File: src/rtl/sdp_unpack_arb.sv
// Burst-locked arbiter in front of the SDP unpack: one requester owns the datapath for RATIO beats.
// Define SDP_UNPACK_ARB_FIXED_PRIO_EN for fixed lowest-index priority instead of round-robin.
module sdp_unpack_arb #(
    parameter int NREQ  = 4,
    parameter int IDW   = 2,
    parameter int IW    = 128,
    parameter int RATIO = 4
) (
    input  logic               nvdla_core_clk,
    input  logic               nvdla_core_rst,
    input  logic [NREQ-1:0]    req_pvld,
    input  logic [NREQ*IW-1:0] req_data,
    output logic [NREQ-1:0]    req_prdy,
    output logic               out_pvld,
    output logic [IW-1:0]      out_data,
    input  logic               out_prdy,
    output logic [IDW-1:0]     out_src,
    output logic               out_last,
    output logic               arb_busy
);

    localparam int            CW       = (RATIO > 1) ? $clog2(RATIO) : 1;
    localparam logic [CW-1:0] LAST_CNT = CW'(RATIO - 1);
    localparam logic [IDW:0]  NREQ_W   = (IDW + 1)'(NREQ);

    typedef enum logic {IDLE, BURST} state_t;

    state_t         state, state_nxt;
    logic [IDW-1:0] lock_id, lock_id_nxt;
    logic [CW-1:0]  beat_cnt, beat_cnt_nxt;
    logic [IDW-1:0] rr_ptr, rr_ptr_nxt;

    logic           burst_act;
    logic           lk_vld;
    logic [IW-1:0]  lk_data;
    logic           accept;
    logic           last_beat;
    logic [IDW-1:0] next_ptr;
    logic [IDW-1:0] sel_ptr;
    logic [NREQ-1:0] cand;
    logic [NREQ-1:0] rot;
    logic           win_found;
    logic [IDW-1:0] win_off;
    logic [IDW:0]   win_sum;
    logic [IDW-1:0] win_id;

    // NOTE: sequential state uses non-blocking assignments so every register samples pre-edge values.
    always_ff @(posedge nvdla_core_clk) begin
        if (nvdla_core_rst) begin
            state    <= IDLE;
            lock_id  <= '0;
            beat_cnt <= '0;
            rr_ptr   <= '0;
        end else begin
            state    <= state_nxt;
            lock_id  <= lock_id_nxt;
            beat_cnt <= beat_cnt_nxt;
            rr_ptr   <= rr_ptr_nxt;
        end
    end

    // Outputs are gated by reset so nothing leaks out during the reset cycle itself.
    assign burst_act = (state == BURST) && !nvdla_core_rst;

    // NOTE: every always_comb output gets a default first, so no path can infer a latch.
    always_comb begin
        lk_vld  = 1'b0;
        lk_data = '0;
        for (int i = 0; i < NREQ; i++) begin
            if (lock_id == IDW'(i)) begin
                lk_vld  = req_pvld[i];
                lk_data = req_data[i*IW +: IW];
            end
        end
    end

    always_comb begin
        req_prdy = '0;
        for (int i = 0; i < NREQ; i++) begin
            req_prdy[i] = burst_act && (lock_id == IDW'(i)) && out_prdy;
        end
    end

    assign out_pvld  = burst_act && lk_vld;
    assign out_data  = burst_act ? lk_data : '0;
    assign out_src   = burst_act ? lock_id : '0;
    assign out_last  = burst_act && (beat_cnt == LAST_CNT);
    assign arb_busy  = burst_act;

    assign accept    = out_pvld && out_prdy;
    assign last_beat = accept && (beat_cnt == LAST_CNT);
    assign next_ptr  = (lock_id == IDW'(NREQ - 1)) ? '0 : lock_id + IDW'(1);

`ifdef SDP_UNPACK_ARB_FIXED_PRIO_EN
    assign sel_ptr = '0;
    assign cand    = req_pvld;
`else
    assign sel_ptr = (state == BURST) ? next_ptr : rr_ptr;

    // The locked requester's valid on its last beat describes the beat being consumed, not a new request.
    always_comb begin
        cand = req_pvld;
        if (state == BURST) begin
            for (int i = 0; i < NREQ; i++) begin
                if (lock_id == IDW'(i)) cand[i] = 1'b0;
            end
        end
    end
`endif

    // Rotate so the scan starts at sel_ptr, take the lowest set bit, then rotate the index back.
    assign rot = NREQ'({cand, cand} >> sel_ptr);

    always_comb begin
        win_found = 1'b0;
        win_off   = '0;
        for (int k = NREQ - 1; k >= 0; k--) begin
            if (rot[k]) begin
                win_found = 1'b1;
                win_off   = IDW'(k);
            end
        end
        win_sum = {1'b0, sel_ptr} + {1'b0, win_off};
        if (win_sum >= NREQ_W) win_sum = win_sum - NREQ_W;
        win_id = win_sum[IDW-1:0];
    end

    always_comb begin
        state_nxt    = state;
        lock_id_nxt  = lock_id;
        beat_cnt_nxt = beat_cnt;
        rr_ptr_nxt   = rr_ptr;
        case (state)
            IDLE: begin
                if (win_found) begin
                    state_nxt    = BURST;
                    lock_id_nxt  = win_id;
                    beat_cnt_nxt = '0;
                end
            end
            BURST: begin
                if (last_beat) begin
                    beat_cnt_nxt = '0;
`ifndef SDP_UNPACK_ARB_FIXED_PRIO_EN
                    rr_ptr_nxt   = next_ptr;
`endif
                    if (win_found) lock_id_nxt = win_id;
                    else           state_nxt   = IDLE;
                end else if (accept) begin
                    beat_cnt_nxt = beat_cnt + CW'(1);
                end
            end
            default: state_nxt = IDLE;
        endcase
    end

endmodule

File: config.mk
export PLATFORM = sky130hd
export DESIGN_NAME = sdp_unpack_arb
export DESIGN_NICKNAME = d
export VERILOG_FILES = /design/src/rtl/sdp_unpack_arb.sv
export SDC_FILE = /design/constraint.sdc
export NUM_CORES = 1
export LEC_CHECK = 0
export ABC_AREA = 1
export CORE_AREA = 2 2 259 261
export DETAILED_ROUTE_END_ITERATION = 10
export DIE_AREA = 0 0 261 263
export DONT_BUFFER_PORTS = 1
export GPL_TIMING_DRIVEN = 0
export PLACE_DENSITY = 0.3
export SLEW_MARGIN = 20
export SYNTH_ARGS = -nofsm -noshare
export SYNTH_HDL_FRONTEND = slang
export SYNTH_SLANG_ARGS = --single-unit
export TNS_END_PERCENT = 50
File: constraint.sdc
create_clock -name nvdla_core_clk -period 2.2 [get_ports nvdla_core_clk]
set_input_delay 0.22 -clock nvdla_core_clk [delete_from_list [all_inputs] [get_ports nvdla_core_clk]]
set_output_delay 0.22 -clock nvdla_core_clk [all_outputs]
set_load 0.03 [all_outputs]
==> impl_metrics.tcl <==
set metrics [dict create \
    dp_hpwl_microns 43200 \
    ys_ff_latch 7 \
    area_growth_syn_to_layout_pct 108 \
    violations "negative setup slack" \
    topRoutingLayerUsed "met5" \
    fin_crit_sh 1.07 \
    synth_enable_flop_cells 0 \
    gp_congestion 0.996 \
    htree_levels 1 \
    period_needed_ns 2.34 \
    row_count 94 \
    syn_area_per_cell_sq_um 4.88 \
    ant_nets 0 \
    async_flop_share 0 \
    p_leak_nw 3.02 \
    die-area_sq_um 68600 \
    cp.arrival_ns 2.12 \
    synth_area_sq_um 4930 \
    power_density_nw_per_um2 1840 \
    syn-instance-count 1011 \
    setup_viol 59 \
    dieHeight_microns 263 \
    hold_path.class "in2reg" \
    fp.dieW_microns 261 \
    worstSetupPathType "reg2out" \
    vias 8605 \
    ys.flop_type "dfxtp_1" \
    dp.cells 1875 \
    met2_length_microns 28500 \
    ys_warn_count 0 \
    overflow 0 \
    placed_cell_area_sq_um 6010 \
    core_area_sq_um 65600 \
    wl_per_cell_microns 29.3 \
    outcome "finished, violations left" \
    synthDistinctLibCells 27 \
    mostFrequentLayoutCells "o21ai_2, a21oi_1, o21ai_0, a21oi_4, o21ai_1" \
    cts_tree "done" \
    path_clk_slew_ns 0.04 \
    drt_iter0_drc 582 \
    grt_max_degree 11 \
    drc_errors 0 \
    fin_nets 1584 \
    start_kind "register" \
    routed_wirelength_microns 56800 \
    finalHoldViolCount 0 \
    final.setup.worst_slack_ns -0.145 \
    critPathMaxFanout 8 \
    floorplan.initialDensity 0.0752 \
    viasPerCell 4.43 \
    grt_pass1_vias 8376 \
    cp-end-kind "output pin" \
    clock.fmax_ghz 0.426 \
    design_area_sq_um 10200 \
    grt_setup_unrepaired "true" \
    yosysSeqAreaShare 0.0284 \
    cts_max_path_buffers 2 \
    cts-buffers-inserted 3 \
    grt_pass1_wl_microns 69400 \
    worst_slew_pin_slew_ns 1.11 \
    insertion_delay_ns 0.23 \
    maxSlewViolCount 0 \
    total_power_w 0.0188 \
    wl_met3_microns 5460 \
    gr-usage-all-layers 0.146 \
    antenna_found_initial 28 \
    skew_ns 0.000504 \
    layout_commonest_cell "o21ai_2" \
    port_buffers 0 \
    drive_gt1_frac 0.495 \
    maxCapViolCount 0 \
    clock_tree.root_cell "clkbuf_16" \
    drt_pre_antenna_iters 7 \
    cts_hold_buf 0 \
    fin_cells 1941 \
    clkSinkCount 7 \
    peakVddDrop_mv 0.673 \
    routedLengthMet1_microns 19600 \
    slew_headroom 0.257 \
    worstPathRequired_ns 1.98 \
    syn-num-nets 1536 \
    pin_count 656 \
]
[worst max-delay path: stages (launching register included)]
cell        delay, ns
dfxtp_4          0.39
ha_4             0.21
clkinvlp_4       0.11
buf_6            0.11
buf_16           0.17
clkbuf_16        0.19
nor2_1           0.04
o21ai_0          0.15
o21ai_0          0.12
a21oi_2          0.37
[report_power, final]
part	total, W	switching [W]	leakage, nW	internal [W]
combinational	0.0183	0.0116	2.93	0.00672
clock	0.000309	0.0000677	0.0383	0.000241
sequential	0.000218	0.0000532	0.0585	0.000165
[synthesized netlist by cell type (2+ instances only)]
cell	n	area, sq um
nand2_1	42	158
a21oi_1	261	1310
nor2_2	2	12.5
ha_1	6	75.1
o21ai_0	386	1930
buf_2	30	150
buf_1	3	11.3
nor3_1	4	20.0
nor2_1	137	514
clkbuf_1	78	293
inv_2	4	15.0
nand2_2	5	31.3
nor2_4	2	22.5
inv_1	12	45.0
nand3_1	20	100
nand2_4	2	22.5
dfxtp_1	7	140
[through the flow]
| step | worst slack [ns] | setup TNS [ns] | hold slack, ns | util |
|---|---|---|---|---|
| 3_3_place_gp | -1.43 | -125.75 | 0.406 | 0.0916 |
| 2_1_floorplan | 0.0542 | 0 | 0.397 | - |
| 4_1_cts | -0.167 | -10.15 | 0.169 | 0.138 |
| 3_5_place_dp | -1.49 | -129.44 | 0.409 | 0.0916 |
| 5_1_grt | -0.208 | -10.05 | 0.171 | 0.156 |
| 6_report | -0.145 | -3.28 | 0.172 | 0.156 |
[path summary, 6_finish.rpt]
path | start | end | slack, ns | cells past startpoint
setup / recovery | lock_id[0]$_SDFFE_PP0P_ | out_data[53] | -0.14 | 9
hold / removal | out_prdy | beat_cnt[1]$_SDFFE_PP0P_ | 0.17 | 2
setup reg to reg | lock_id[0]$_SDFFE_PP0P_ | lock_id[1]$_SDFFE_PP0P_ | -0.07 | 17
hold reg to reg | beat_cnt[1]$_SDFFE_PP0P_ | beat_cnt[1]$_SDFFE_PP0P_ | 0.48 | 2
[flip-flops by register name (all words and copies together) (netlist names)]
register and flops:
lock_id 2, rr_ptr 2, state 1, beat_cnt 2
[area by class of cell]
cell class                      count  area, sq um
Timing Repair Buffer               45          767
Fill cell                        7460        55400
Inverter                           17         92.6
Buffer                            112         1380
Multi-Input combinational cell    873         6640
Antenna cell                       19         47.5
Clock buffer                        4         78.8
Tap cell                          864         1080
Sequential cell                     7          148
[layer usage]
metal  up-vias  global-route usage
li1       3738                   -
met1      4087               0.145
met2       636               0.272
met3       142              0.0466
met4         2              0.0711
met5         -                   0
[logic make-up after synthesis]
kind of cell,Yosys count,synth area share
AO/OA/AOI/OAI,650,0.662
XOR/XNOR,1,0.00178
adder cells (fa/ha/maj),6,0.0152
buffers and inverters,131,0.110
flip-flops,7,0.0284
AND/OR/NAND/NOR,216,0.182
[what timing repair did]
action | 4_1_cts | 5_1_grt
resized for setup | 768 | 355
gates cloned | 10 | 11
buffers inserted | 15 | 12
setup endpoints to repair | 136 | 132
pin swaps | 129 | 171
endpoints found under the hold margin | 0 | 0
(Power assumes the default switching activity.)
